## config.mk

```make
export PLATFORM = sky130hd
export DESIGN_NAME = udp_frame_tx
export DESIGN_NICKNAME = d
export VERILOG_FILES = /design/src/rtl/udp_frame_tx.sv
export SDC_FILE = /design/constraint.sdc
export NUM_CORES = 1
export LEC_CHECK = 0
export BUFFER_PORTS_ARGS = -buffer_cell sky130_fd_sc_hd__buf_2
export CAP_MARGIN = 25
export CORE_MARGIN = 4
export CORE_UTILIZATION = 50
export DETAILED_ROUTE_END_ITERATION = 8
export PLACE_DENSITY = 0.74
export SYNTH_ARGS = -nofsm -noshare
export SYNTH_HDL_FRONTEND = slang
export SYNTH_SLANG_ARGS = --single-unit
```

## constraint.sdc

```tcl
create_clock -name tx_clk -period 9.95 [get_ports tx_clk]
set_clock_uncertainty 0.15 [all_clocks]
set_input_delay 0.4975 -clock tx_clk [delete_from_list [all_inputs] [get_ports tx_clk]]
set_output_delay 0.4975 -clock tx_clk [all_outputs]
set_load 0.02 [all_outputs]
```

## src/rtl/udp_frame_tx.sv

```systemverilog
// udp_frame_tx: builds Ethernet II / IPv4 / UDP frames on a byte stream.
// A 42-byte header (with IPv4 header checksum) is followed by a pass-through
// payload of the requested length and zero padding up to a 60-byte frame.
module udp_frame_tx #(
    parameter logic [15:0] MAX_PAYLOAD = 16'd1472,
    parameter logic [7:0]  IP_TTL      = 8'd64
) (
    input  logic        tx_clk,
    input  logic        rst,
    input  logic        start_valid,
    output logic        start_ready,
    input  logic [15:0] start_len,
    input  logic [47:0] cfg_src_mac,
    input  logic [47:0] cfg_dst_mac,
    input  logic [31:0] cfg_src_ip,
    input  logic [31:0] cfg_dst_ip,
    input  logic [15:0] cfg_src_port,
    input  logic [15:0] cfg_dst_port,
    input  logic [7:0]  s_tdata,
    input  logic        s_tvalid,
    input  logic        s_tlast,
    output logic        s_tready,
    output logic [7:0]  m_tdata,
    output logic        m_tvalid,
    output logic        m_tlast,
    output logic        m_tuser,
    input  logic        m_tready,
    output logic        err,
    output logic [15:0] ip_id
);

    localparam logic [2:0] S_IDLE  = 3'd0;
    localparam logic [2:0] S_CSUM1 = 3'd1;
    localparam logic [2:0] S_CSUM2 = 3'd2;
    localparam logic [2:0] S_HDR   = 3'd3;
    localparam logic [2:0] S_PAY   = 3'd4;
    localparam logic [2:0] S_PAD   = 3'd5;

    localparam logic [15:0] MIN_PAYLOAD = 16'd18;

    // Control state
    logic [2:0]  state_q, state_d;
    logic [15:0] cnt_q, cnt_d;
    logic [5:0]  hdr_idx_q, hdr_idx_d;
    logic [15:0] ip_id_q, ip_id_d;
    logic        err_q, err_d;

    // Datapath registers (no reset needed; written before use)
    logic [15:0] len_q;
    logic [19:0] sum_q;
    logic [15:0] csum_q;

    logic [15:0]  tot_len;
    logic [15:0]  udp_len;
    logic [335:0] hdr_vec;
    logic [5:0]   hdr_rev;
    logic [7:0]   hdr_byte;
    logic         len_bad;
    logic         pay_last;

    // Unfolded 20-bit sum of the ten IPv4 header words
    function automatic logic [19:0] ip_hdr_sum(input logic [15:0] tot,
                                               input logic [15:0] id,
                                               input logic [31:0] sip,
                                               input logic [31:0] dip);
        logic [19:0] s;
        s = 20'h04500 + {4'h0, tot} + {4'h0, id} + 20'h04000
          + {4'h0, IP_TTL, 8'h11} + 20'h00000
          + {4'h0, sip[31:16]} + {4'h0, sip[15:0]}
          + {4'h0, dip[31:16]} + {4'h0, dip[15:0]};
        return s;
    endfunction

    // One's-complement fold of the carries, then invert
    function automatic logic [15:0] csum_fold(input logic [19:0] s);
        logic [16:0] t;
        t = {1'b0, s[15:0]} + {13'h0000, s[19:16]};
        t = {1'b0, t[15:0]} + {16'h0000, t[16]};
        return ~t[15:0];
    endfunction

    assign tot_len  = len_q + 16'd28;
    assign udp_len  = len_q + 16'd8;
    assign len_bad  = (start_len == 16'd0) || (start_len > MAX_PAYLOAD);
    assign pay_last = (cnt_q == 16'd1);

    assign hdr_vec = {cfg_dst_mac, cfg_src_mac, 16'h0800,
                      16'h4500, tot_len, ip_id_q, 16'h4000, IP_TTL, 8'h11,
                      csum_q, cfg_src_ip, cfg_dst_ip,
                      cfg_src_port, cfg_dst_port, udp_len, 16'h0000};
    assign hdr_rev  = 6'd41 - hdr_idx_q;
    assign hdr_byte = hdr_vec[{hdr_rev, 3'b000} +: 8];

    assign start_ready = (state_q == S_IDLE);
    assign err         = err_q;
    assign ip_id       = ip_id_q;

    // Stream outputs: header/pad generated here, payload passes straight through
    always_comb begin
        m_tdata  = 8'h00;
        m_tvalid = 1'b0;
        m_tlast  = 1'b0;
        m_tuser  = 1'b0;
        s_tready = 1'b0;
        case (state_q)
            S_HDR: begin
                m_tvalid = 1'b1;
                m_tdata  = hdr_byte;
            end
            S_PAY: begin
                m_tdata  = s_tdata;
                m_tvalid = s_tvalid;
                s_tready = m_tready;
                m_tlast  = s_tvalid & (pay_last ? (len_q >= MIN_PAYLOAD) : s_tlast);
                m_tuser  = s_tvalid & ~pay_last & s_tlast;
            end
            S_PAD: begin
                m_tvalid = 1'b1;
                m_tlast  = pay_last;
            end
            default: ;
        endcase
    end

    // Next-state logic for the frame sequencer
    always_comb begin
        state_d   = state_q;
        cnt_d     = cnt_q;
        hdr_idx_d = hdr_idx_q;
        ip_id_d   = ip_id_q;
        err_d     = 1'b0;
        case (state_q)
            S_IDLE: begin
                if (start_valid) begin
                    if (len_bad) err_d   = 1'b1;
                    else         state_d = S_CSUM1;
                end
            end
            S_CSUM1: state_d = S_CSUM2;
            S_CSUM2: begin
                state_d   = S_HDR;
                hdr_idx_d = 6'd0;
            end
            S_HDR: begin
                if (m_tready) begin
                    if (hdr_idx_q == 6'd41) begin
                        state_d = S_PAY;
                        cnt_d   = len_q;
                    end else begin
                        hdr_idx_d = hdr_idx_q + 6'd1;
                    end
                end
            end
            S_PAY: begin
                if (s_tvalid && m_tready) begin
                    if (pay_last) begin
                        if (len_q >= MIN_PAYLOAD) begin
                            state_d = S_IDLE;
                            ip_id_d = ip_id_q + 16'd1;
                        end else begin
                            state_d = S_PAD;
                            cnt_d   = MIN_PAYLOAD - len_q;
                        end
                    end else if (s_tlast) begin
                        state_d = S_IDLE;
                        err_d   = 1'b1;
                    end else begin
                        cnt_d = cnt_q - 16'd1;
                    end
                end
            end
            S_PAD: begin
                if (m_tready) begin
                    if (pay_last) begin
                        state_d = S_IDLE;
                        ip_id_d = ip_id_q + 16'd1;
                    end else begin
                        cnt_d = cnt_q - 16'd1;
                    end
                end
            end
            default: state_d = S_IDLE;
        endcase
    end

    // Control registers with asynchronous reset
    always_ff @(posedge tx_clk or posedge rst) begin
        if (rst) begin
            state_q   <= S_IDLE;
            cnt_q     <= 16'd0;
            hdr_idx_q <= 6'd0;
            ip_id_q   <= 16'd0;
            err_q     <= 1'b0;
        end else begin
            state_q   <= state_d;
            cnt_q     <= cnt_d;
            hdr_idx_q <= hdr_idx_d;
            ip_id_q   <= ip_id_d;
            err_q     <= err_d;
        end
    end

    // Length latch and two-stage checksum pipeline
    always_ff @(posedge tx_clk) begin
        if (state_q == S_IDLE && start_valid) len_q <= start_len;
        if (state_q == S_CSUM1) sum_q  <= ip_hdr_sum(tot_len, ip_id_q, cfg_src_ip, cfg_dst_ip);
        if (state_q == S_CSUM2) csum_q <= csum_fold(sum_q);
    end

endmodule

```

==> flow_summary.ini, run 1 <==
[drt]
violation_count_after_the_first_detailed_route_iteration = 1103
drc = 0
ant_nets = 0
num_vias = 10900
wl_per_cell_um = 22.7
drt_pre_antenna_iters = 6
drt_wl_total_um = 40000
drt-vias-per-instance = 6.21

[logic_synthesis]
yosys.area.top_type = sky130_fd_sc_hd__edfxtp_1
mappedNetlistNets = 1612
syn_area_per_cell_sq_um = 8.92
number_of_flops_mapped_to_enable_cells_by_yosys = 51
synth_register_bits = 93
synth.cell_area_sq_um = 11400
most_common_cell_in_the_synthesized_netlist = sky130_fd_sc_hd__inv_1
yosys.cell_types.count = 86
share_of_the_yosys_chip_area_belonging_to_registers_pct = 22.7
ys.flop_type = sky130_fd_sc_hd__edfxtp_1
async_flop_share_pct = 45.2
synth_cells = 1273
synth_top_cells_by_count = sky130_fd_sc_hd__inv_1, sky130_fd_sc_hd__nand2_1, sky130_fd_sc_hd__nor2_1
ys.warnings.count = 0
post-synth-top-area-fraction_pct = 13.5
synth_top_cells_by_area = sky130_fd_sc_hd__edfxtp_1, sky130_fd_sc_hd__fa_1, sky130_fd_sc_hd__dfrtp_1

[sta]
max_freq_ghz = 0.176
final-hold-violation-count = 0
min_period_over_period_pct = 57.0
post_layout_min_period_ns = 5.67
tightest_slew_ns = 1.11
count_of_pins_over_their_slew_limit = 0
timing.max_slew.rel_slack_pct = 23.8
rsz_0062_raised_after_global_routing = no
setup-violations-final = 0
fin_setup_tns_ns = 0
holdWs_ns = 0.123

[clock_network]
root_buffer = sky130_fd_sc_hd__clkbuf_16
cts-hold-fix-buffers = 0
clk_pin_slew_ns = 0.08
cts_setup_buffers = 0
cts_tree = done
clk_latency_ns = 0.36
cts_max_level = 3
clock_path_buffers = 2
ctsResizeCount = 0
cts_num_sinks = 93
cts_inserted_buffers = 9

[global_routing]
grt_start_max_net_pins = 56
grt_usage_pct = 31.4
first_pass_grt_wire_length_um = 59900
grt_remaining_overflow = 0
number_of_antenna_violations_at_the_first_check_in_global_routing = 2
grt_pass1_vias = 10600

[floorplan]
initial_utilization_pct = 51.4
std_cell_rows = 54
vertical_die_dimension_um = 159
core-area_sq_um = 22100
boundaryPins = 252
dieArea_sq_um = 25200
die_width_um = 159

[flow_run]
drv_cap = 0

[layout]
flow.area_growth_from_synthesis_pct = 15.3
finish.instance_area_sq_um = 13100
fin_nets = 1815
fraction_of_final_layout_cells_with_drive_strength_greater_than_1_pct = 24.4

[power_and_ir_drop]
static-leakage-power_uw = 0.00572
vdd.ir_drop.worst_v = 0.000252
power_per_cell_area_nw_per_um2 = 275
power.total_uw = 3600

[critical_path]
max_stage_delay_ns = 0.56
cp_max_fo = 11
start_kind = flip-flop
worst_path_slowest_cell = sky130_fd_sc_hd__edfxtp_1
critPathKind = flip-flop to flip-flop
crit_required_ns = 10.00
crit_chain = inv_1, ha_1, a21bo_2, nand4_1, xor2_1, fa_1, fa_1, fa_1, fa_1, inv_1, ha_1, o21a_1, o21ai_0, a211o_1, nor4b_1, a311o_1, a211oi_1
worst_setup_end_kind = flip-flop
cpMostUsedCell = sky130_fd_sc_hd__fa_1
cp_data_arrival_time_ns = 5.72

[placed_design]
routabilityCongestion = 0.985
dpl.hpwl_um = 32200
buffer_ports.inserted = 251
placed_area_sq_um = 12800

[run_status]
status = completed

[worst_hold_path]
class_of_the_worst_hold_path = input pin to asynchronous set/reset pin
[per-layer routing]
layer | track usage (%) | part of all wire [%] | up-vias
met2 | 52.2 | 47 | 642
met1 | 39.3 | 38 | 5189
li1 | - | - | 5015
met4 | 11.3 | 3.3 | 2
met3 | 8.62 | 11 | 89
met5 | 0 | 0.033 | -
[kinds of logic (layout without fill, tap and decap cells)]
| kind of cell | Yosys count | in the layout | share of synthesized area (%) |
|---|---|---|---|
| buffers and inverters | 238 | 446 | 8.12 |
| AOI/OAI and AO/OA | 269 | 269 | 16.0 |
| xor gates and xnor gates | 81 | 81 | 6.25 |
| and+or+nand+nor | 402 | 402 | 18.5 |
| DFF | 93 | 93 | 22.7 |
| muxes | 73 | 73 | 11.3 |
| adders and majority gates | 117 | 117 | 17.1 |
| other | 0 | 1 | 0 |
[layout by cell type, fill, tap and decap left out, types with 11 or more instances in the layout]
cell                       instances
sky130_fd_sc_hd__buf_2           251
sky130_fd_sc_hd__inv_1           161
sky130_fd_sc_hd__nand2_1          93
sky130_fd_sc_hd__nor2_1           74
sky130_fd_sc_hd__fa_1             63
sky130_fd_sc_hd__a21oi_1          62
sky130_fd_sc_hd__o21ai_0          54
sky130_fd_sc_hd__ha_1             54
sky130_fd_sc_hd__nand3_1          51
sky130_fd_sc_hd__edfxtp_1         51
sky130_fd_sc_hd__xnor2_1          48
sky130_fd_sc_hd__mux4_2           43
sky130_fd_sc_hd__dfrtp_1          40
sky130_fd_sc_hd__nor3_1           33
sky130_fd_sc_hd__xor2_1           31
sky130_fd_sc_hd__nand4_1          26
sky130_fd_sc_hd__a31oi_1          23
sky130_fd_sc_hd__mux2i_1          20
sky130_fd_sc_hd__and3_1           17
sky130_fd_sc_hd__nor4_1           16
sky130_fd_sc_hd__o211ai_1         14
sky130_fd_sc_hd__buf_4            14
sky130_fd_sc_hd__or3_1            13
sky130_fd_sc_hd__nor2b_1          11
[final cells by class]
type	instances	area, sq um
antenna	1	2.50
clock buffer	10	229
clock inverter	6	56.3
fill	1977	9000
inverter	163	612
multi-input combinational	942	7880
sequential	93	2590
tap	280	350
timing repair buffer	267	1380
[state kept, by name, indices dropped and copies added, names as in the netlist]
name / count
hdr_idx_q: 6
len_q: 16
csum_q: 16
state_q: 3
err: 1
ip_id: 16
sum_q: 19
cnt_q: 16
[per-stage QoR]
stage | utilization, % | cells | worst slack [ns]
6_report | 59.3 | 1762 | 4.28
5_1_grt | 59.3 | 1762 | 4.02
4_1_cts | 59.2 | 1759 | 4.27
3_5_place_dp | 57.9 | 1743 | 4.31
3_3_place_gp | 57.8 | 1742 | 4.40
2_1_floorplan | - | 1273 | 4.66
[worst max-delay path: cells and delay by family, from the launching register on]
family                   cells  cell delay, ns
adder cells (fa/ha/maj)      6            2.56
flip-flops                   1            0.56
XOR/XNOR                     1            0.29
AND/OR/NAND/NOR              2            0.29
AO/OA/AOI/OAI                6            1.38
buffers and inverters        2            0.27
[final timing paths]
path | from | end | slack (ns) | cells after the start
worst max-delay path | len_q[4]$_DFFE_PP_ | sum_q[17]$_DFFE_PP_ | 4.28 | 17
worst min-delay path | rst | cnt_q[13]$_DFFE_PP0P_ | 0.12 | 3
worst max register to register | len_q[4]$_DFFE_PP_ | sum_q[17]$_DFFE_PP_ | 4.28 | 17
worst min register to register | cnt_q[12]$_DFFE_PP0P_ | cnt_q[12]$_DFFE_PP0P_ | 0.35 | 1
max in group asynchronous | rst | hdr_idx_q[1]$_DFFE_PP0P_ | 9.08 | 3
min in group tx_clk | start_len[11] | len_q[11]$_DFFE_PP_ | 0.18 | 1
[power breakdown]
| group | internal (uW) | leakage (uW) | total, uW | switching (uW) |
|---|---|---|---|---|
| Combinational | 977 | 0.00459 | 2420 | 1450 |
| Clock | 176 | 0.000138 | 342 | 167 |
| Sequential | 628 | 0.000989 | 833 | 205 |
Power figures use the tool's default switching activity.
==> run 2, diff against run 1 <==
--- a/config.mk
+++ b/config.mk
@@ -5,12 +5,13 @@
 export SDC_FILE = /design/constraint.sdc
 export NUM_CORES = 1
 export LEC_CHECK = 0
+export ABC_AREA = 1
 export BUFFER_PORTS_ARGS = -buffer_cell sky130_fd_sc_hd__buf_2
 export CAP_MARGIN = 25
 export CORE_MARGIN = 4
 export CORE_UTILIZATION = 50
 export DETAILED_ROUTE_END_ITERATION = 8
-export PLACE_DENSITY = 0.74
+export PLACE_DENSITY = 0.77
 export SYNTH_ARGS = -nofsm -noshare
 export SYNTH_HDL_FRONTEND = slang
 export SYNTH_SLANG_ARGS = --single-unit
==> constraint.sdc (replaced) <==
create_clock -name tx_clk -period 4.73 [get_ports tx_clk]
set_clock_uncertainty 0.15 [all_clocks]
set_input_delay 0.2365 -clock tx_clk [delete_from_list [all_inputs] [get_ports tx_clk]]
set_output_delay 0.2365 -clock tx_clk [all_outputs]
set_load 0.02 [all_outputs]
==> flow_summary.ini, run 2 <==
[run_status]
status = completed

[floorplan]
dieArea_sq_um = 25200
die_width_um = 159
initial_utilization_pct = 51.3
boundaryPins = 252
vertical_die_dimension_um = 159
std_cell_rows = 54
core-area_sq_um = 22100

[sta]
count_of_pins_over_their_slew_limit = 0
fin_setup_tns_ns = 0
min_period_over_period_pct = 97.5
tightest_slew_ns = 1.05
max_freq_ghz = 0.217
setup-violations-final = 0
holdWs_ns = 0.0780
rsz_0062_raised_after_global_routing = yes
post_layout_min_period_ns = 4.61
timing.max_slew.rel_slack_pct = 29.8
final-hold-violation-count = 0

[global_routing]
grt_pass1_vias = 11900
grt_util_met3_pct = 6.90
grt_start_max_net_pins = 43
grt_remaining_overflow = 0
globalRouteMet1Util_pct = 45.4
first_pass_grt_wire_length_um = 64300
grt_usage_pct = 33.5
number_of_antenna_violations_at_the_first_check_in_global_routing = 1
busiest_layer = met2
use_met2_pct = 54.1

[logic_synthesis]
synth_register_bits = 93
ys.flop_type = sky130_fd_sc_hd__edfxtp_1
synth_top_cells_by_count = sky130_fd_sc_hd__nand2_1, sky130_fd_sc_hd__inv_1, sky130_fd_sc_hd__nor2_1
async_flop_share_pct = 45.2
most_common_cell_in_the_synthesized_netlist = sky130_fd_sc_hd__nand2_1
number_of_flops_mapped_to_enable_cells_by_yosys = 51
share_of_the_yosys_chip_area_belonging_to_registers_pct = 22.8
synth_top_family_by_area = simple AND/OR/NAND/NOR gates
yosys.area.top_type = sky130_fd_sc_hd__nand2_1
synth.cell_area_sq_um = 11300
yosys.cell_types.count = 63
synth_compound_gate_area_share_pct = 13.6
syn_area_per_cell_sq_um = 6.98
synth_top_cells_by_area = sky130_fd_sc_hd__nand2_1, sky130_fd_sc_hd__edfxtp_1, sky130_fd_sc_hd__fa_1
mappedNetlistNets = 1964
synth_simple_gate_area_share_pct = 30.6
ys.warnings.count = 0
synth_fa_ha_area_share_pct = 17.1
synth_cells = 1625
yosys.area_share.xor_xnor_pct = 4.84
muxShareOfSynthArea_pct = 0
post-synth-top-area-fraction_pct = 15.0

[drt]
drc = 0
violation_count_after_the_first_detailed_route_iteration = 1507
ant_nets = 0
wl_per_cell_um = 19.6
drt_wl_total_um = 43200
drt-vias-per-instance = 5.78
drt_pre_antenna_iters = 6
num_vias = 12800

[placed_design]
buffer_ports.inserted = 251
placed_cells = 2166
placed_area_sq_um = 13200
routabilityCongestion = 1.04
dpl.hpwl_um = 34200

[critical_path]
worst_path_dominant_cell_family = adder cells
cp.buffers_inverters = 5
crit_required_ns = 4.68
reg2reg_slack_ns = 0.12
cpMostUsedCell = sky130_fd_sc_hd__fa_1
critPathKind = flip-flop to flip-flop
cp-startpoint = len_q[4]$_DFFE_PP_
regToRegStartpoint = len_q[4]$_DFFE_PP_
worst_setup_end_kind = flip-flop
crit_chain = inv_2, ha_4, nand2_4, nand2_4, buf_4, nand4_1, and2_4, fa_1, fa_1, inv_1, fa_1, inv_1, fa_1, inv_1, ha_4, nand2_2, nor2_1, a221oi_2, nand2_2, nand3_1, nand2_1
cp_data_arrival_time_ns = 4.57
worst_path_slowest_cell = sky130_fd_sc_hd__fa_1
cp_max_fo = 4
timing.critical_path.depth = 21
start_kind = flip-flop
critical_path.reg2reg.endpoint = sum_q[18]$_DFFE_PP_
timing.critical_path.to = sum_q[18]$_DFFE_PP_
max_stage_delay_ns = 0.49
worst_r2r_path_depth = 21

[flow_run]
drv_cap = 0

[power_and_ir_drop]
power.total_uw = 12800
vdd.ir_drop.worst_v = 0.000909
static-leakage-power_uw = 0.00699
power_per_cell_area_nw_per_um2 = 915

[clock_network]
cts_inserted_buffers = 9
cts_num_sinks = 93
clock_path_buffers = 2
root_buffer = sky130_fd_sc_hd__clkbuf_16
cts_max_level = 3
clk_latency_ns = 0.36
cts_tree = done
clk_pin_slew_ns = 0.07

[layout]
flip_flop_count_of_the_largest_register_after_layout = 19
filler_cell_count = 2017
area.sequential_sq_um = 2580
flow.area_growth_from_synthesis_pct = 23.8
mostFrequentLayoutCells = sky130_fd_sc_hd__nand2_1, sky130_fd_sc_hd__buf_2, sky130_fd_sc_hd__inv_1
fraction_of_final_layout_cells_with_drive_strength_greater_than_1_pct = 24.3
fin_nets = 2265
multi_input_area_sq_um = 7870
post_layout_nonfiller_instances = 2211
largest_register = sum_q
final_common_cell = sky130_fd_sc_hd__nand2_1
finish.instance_area_sq_um = 14000
diodes = 0

[worst_hold_path]
class_of_the_worst_hold_path = input pin to flip-flop
run 2: cell count changes after synthesis, moves of 27 or more:
cell,before,now
sky130_fd_sc_hd__nor2_1,74,123
sky130_fd_sc_hd__inv_1,162,240
sky130_fd_sc_hd__xnor2_1,49,7
sky130_fd_sc_hd__o22ai_1,7,34
sky130_fd_sc_hd__nand3_1,51,106
sky130_fd_sc_hd__clkbuf_1,54,15
sky130_fd_sc_hd__mux4_2,43,0
sky130_fd_sc_hd__nand2_1,93,453
run 2: timing repair:
| action | in CTS | in global routing |
|---|---|---|
| hold buffers | 17 | 0 |
| pin swaps | 4 | 38 |
| buffers inserted | 2 | 10 |
| gates resized for setup | 15 | 63 |
| endpoints found under the setup margin | 8 | 10 |
| hold endpoints to repair | 58 | 0 |
run 2: how the worst min path moves through the flow:
stage,from,depth (start not counted),end
floorplan,start_len[0],0,len_q[0]$_DFFE_PP_
global placement,rst,3,err$_DFF_PP0_
detailed placement,rst,3,err$_DFF_PP0_
CTS,m_tready,2,err$_DFF_PP0_
global route,m_tready,2,err$_DFF_PP0_
finish,m_tready,2,err$_DFF_PP0_
run 2: cell families after synthesis:
family	count (synthesis)
buf+inv	311
simple gates	797
xor+xnor	61
compound gates	246
fa+ha+maj	117
flops	93
run 2: area by class of cell:
class / count / share of cell area [%]
Inverter: 258 / 6.93
Multi-Input combinational cell: 1221 / 56.1
Clock inverter: 5 / 0.267
Tap cell: 280 / 2.50
Sequential cell: 93 / 18.4
Timing Repair Buffer: 343 / 14.2
Clock buffer: 11 / 1.66
run 2: layer usage:
metal	wire length (um)	part of all wire, %
met1	17200	40
met2	19500	45
met3	5100	12
met4	1420	3.3
met5	9	0.021
run 2: report_power, final:
group | internal, uW | switching [uW] | total, uW
clock | 360 | 337 | 697
combinational | 4100 | 6150 | 10200
sequential | 1530 | 366 | 1900
total | 5990 | 6850 | 12800
run 2: through the flow:
stage	utilization, %	worst slack, ns
after floorplan	-	0.0200
after global placement	59.5	-0.0411
after detailed placement	59.5	-0.153
after CTS	62.0	0.00214
after global routing	63.5	-0.109
final	63.5	0.117
==> run 3, diff against run 2 <==
--- a/config.mk
+++ b/config.mk
@@ -10,6 +10,7 @@
 export CAP_MARGIN = 25
 export CORE_MARGIN = 4
 export CORE_UTILIZATION = 50
+export CTS_BUF_LIST = sky130_fd_sc_hd__clkbuf_4 sky130_fd_sc_hd__clkbuf_8
 export DETAILED_ROUTE_END_ITERATION = 8
 export PLACE_DENSITY = 0.77
 export SYNTH_ARGS = -nofsm -noshare
==> flow_summary.ini, run 3 (same netlist as run 2, synthesis figures left out) <==
[sta]
timing.max_slew.rel_slack_pct = 29.3
rsz_0062_raised_after_global_routing = yes
setup-violations-final = 0
post_layout_min_period_ns = 4.64
count_of_pins_over_their_slew_limit = 0
tightest_slew_ns = 1.06
min_period_over_period_pct = 98.0
max_freq_ghz = 0.216
fin_setup_tns_ns = 0
final-hold-violation-count = 0

[placed_design]
dpl.hpwl_um = 34200
routabilityCongestion = 1.04
placed_cells = 2166
placed_area_sq_um = 13200
buffer_ports.inserted = 251

[power_and_ir_drop]
p_comb_share_pct = 81.3
pwr-share-clk_pct = 4.0
power.total_uw = 12900
power_per_cell_area_nw_per_um2 = 926
vdd.ir_drop.worst_v = 0.000931
total_switching_power_uw = 6990
static-leakage-power_uw = 0.00697
netSwitchingFraction_pct = 54.0
sequentialPowerShare_pct = 14.6
internal_power_uw = 5960

[global_routing]
first_pass_grt_wire_length_um = 64100
grt_start_max_net_pins = 43
grt_remaining_overflow = 0
grt_pass1_vias = 11900
number_of_antenna_violations_at_the_first_check_in_global_routing = 1
grt_usage_pct = 33.4

[layout]
flip_flop_count_of_the_largest_register_after_layout = 19
fin_nets = 2268
post-route-util_pct = 63.3
mostFrequentLayoutCells = sky130_fd_sc_hd__nand2_1, sky130_fd_sc_hd__buf_2, sky130_fd_sc_hd__inv_1
finish.instance_area_sq_um = 14000
largest_register = sum_q
flow.area_growth_from_synthesis_pct = 23.2
final_common_cell = sky130_fd_sc_hd__nand2_1
post_layout_nonfiller_instances = 2214
fraction_of_final_layout_cells_with_drive_strength_greater_than_1_pct = 25.1
diodes = 0

[floorplan]
vertical_die_dimension_um = 159
std_cell_rows = 54
dieArea_sq_um = 25200
die_width_um = 159
initial_utilization_pct = 51.3
core-area_sq_um = 22100
boundaryPins = 252

[clock_network]
cts_inserted_buffers = 9
cts_num_sinks = 93
clk_latency_ns = 0.40
cts_max_level = 3
clk_pin_slew_ns = 0.11
root_buffer = sky130_fd_sc_hd__clkbuf_8
cts_tree = done
clock_path_buffers = 2

[flow_run]
drv_cap = 0

[drt]
ant_nets = 0
drc = 0
drt_wl_total_um = 43300
num_vias = 12800
drt-vias-per-instance = 5.78
drt_pre_antenna_iters = 6
wl_per_cell_um = 19.5
violation_count_after_the_first_detailed_route_iteration = 1453

[run_status]
status = completed

[critical_path]
worst_path_slowest_cell = sky130_fd_sc_hd__fa_2
worst_setup_end_kind = flip-flop
worst_path_dominant_cell_family = adder cells
cp_max_fo = 4
cpMostUsedCell = sky130_fd_sc_hd__nand2_1
critPathKind = flip-flop to flip-flop
start_kind = flip-flop
cp.buffers_inverters = 4
crit_chain = inv_2, buf_4, ha_2, nand2_2, nand2_2, xor2_1, buf_4, fa_1, inv_2, fa_2, fa_1, ha_4, ha_4, a21o_1, nand2_1, nand3_2, a21boi_4, o21ai_2, nand3b_1, nand2_1, nand2_1, nand2_1
max_stage_delay_ns = 0.53
cp_data_arrival_time_ns = 4.63
crit_required_ns = 4.73

[worst_hold_path]
class_of_the_worst_hold_path = input pin to flip-flop
-- run 3: cell count changes in the layout (fill, tap and decap cells not counted), moves of 2 or more --
cell,previous run,this run
sky130_fd_sc_hd__clkbuf_16,9,0
sky130_fd_sc_hd__clkbuf_8,0,9
sky130_fd_sc_hd__inv_1,227,223
sky130_fd_sc_hd__inv_2,23,27
sky130_fd_sc_hd__nand2_2,15,18
sky130_fd_sc_hd__buf_4,75,77
sky130_fd_sc_hd__clkbuf_1,2,0
sky130_fd_sc_hd__clkbuf_4,0,2
sky130_fd_sc_hd__nand2_1,437,435
-- run 3: what timing repair did --
action	in CTS	in global routing
buffers inserted	3	12
setup endpoints to repair	8	10
pin swaps	3	46
endpoints found under the hold margin	58	0
hold buffers	17	0
resized for setup	16	71
-- run 3: final cells by class --
type / count / area (sq um)
inverter: 258 / 973
clock inverter: 5 / 37.5
fill: 2022 / 8120
clock buffer: 11 / 139
tap: 280 / 350
multi-input combinational: 1221 / 7880
sequential: 93 / 2580
timing repair buffer: 346 / 2020
-- run 3: final timing paths --
check	depth (start not counted)	slack, ns	to	from
setup / recovery	22	0.09	sum_q[17]$_DFFE_PP_	len_q[3]$_DFFE_PP_
hold / removal	2	0.04	err$_DFF_PP0_	m_tready
setup reg to reg	22	0.09	sum_q[17]$_DFFE_PP_	len_q[3]$_DFFE_PP_
hold reg to reg	2	0.35	cnt_q[15]$_DFFE_PP0P_	cnt_q[15]$_DFFE_PP0P_
max in group asynchronous	4	3.64	ip_id[14]$_DFFE_PP0P_	rst
min in group asynchronous	4	0.37	hdr_idx_q[0]$_DFFE_PP0P_	rst
-- run 3: power groups by stage --
| stage | clock network [uW] | registers (uW) | logic (uW) |
|---|---|---|---|
| floorplan | 0 | 1830 | 5790 |
| global placement | 0 | 1880 | 8560 |
| detailed placement | 0 | 1890 | 8660 |
| CTS | 524 | 1870 | 9080 |
| global route | 555 | 1920 | 11500 |
| finish | 524 | 1900 | 10500 |
-- run 3: metal layers --
layer | wire length (um) | vias to the layer above | track usage [%]
met4 | 1420 | 2 | 10.3
met2 | 19700 | 804 | 54.3
li1 | - | 5923 | -
met1 | 17300 | 5956 | 44.6
met3 | 4880 | 110 | 7.53
met5 | 13 | - | 0
-- run 3: through the flow --
step	hold WS (ns)	setup slack, ns
5_1_grt	0.0390	-0.0998
6_report	0.0426	0.0950
4_1_cts	0.0331	0.00169
2_1_floorplan	0.185	0.0200
3_3_place_gp	0.260	-0.0411
3_5_place_dp	0.269	-0.153
-- run 3: worst reg2reg max path, delay by kind of cell, from the launching register on --
kind | cells | cell delay, ns
AOI/OAI and AO/OA | 3 | 0.46
xor gates and xnor gates | 1 | 0.07
adders and majority gates | 6 | 2.16
buffers and inverters | 4 | 0.46
DFF | 1 | 0.42
and+or+nand+nor | 8 | 0.67
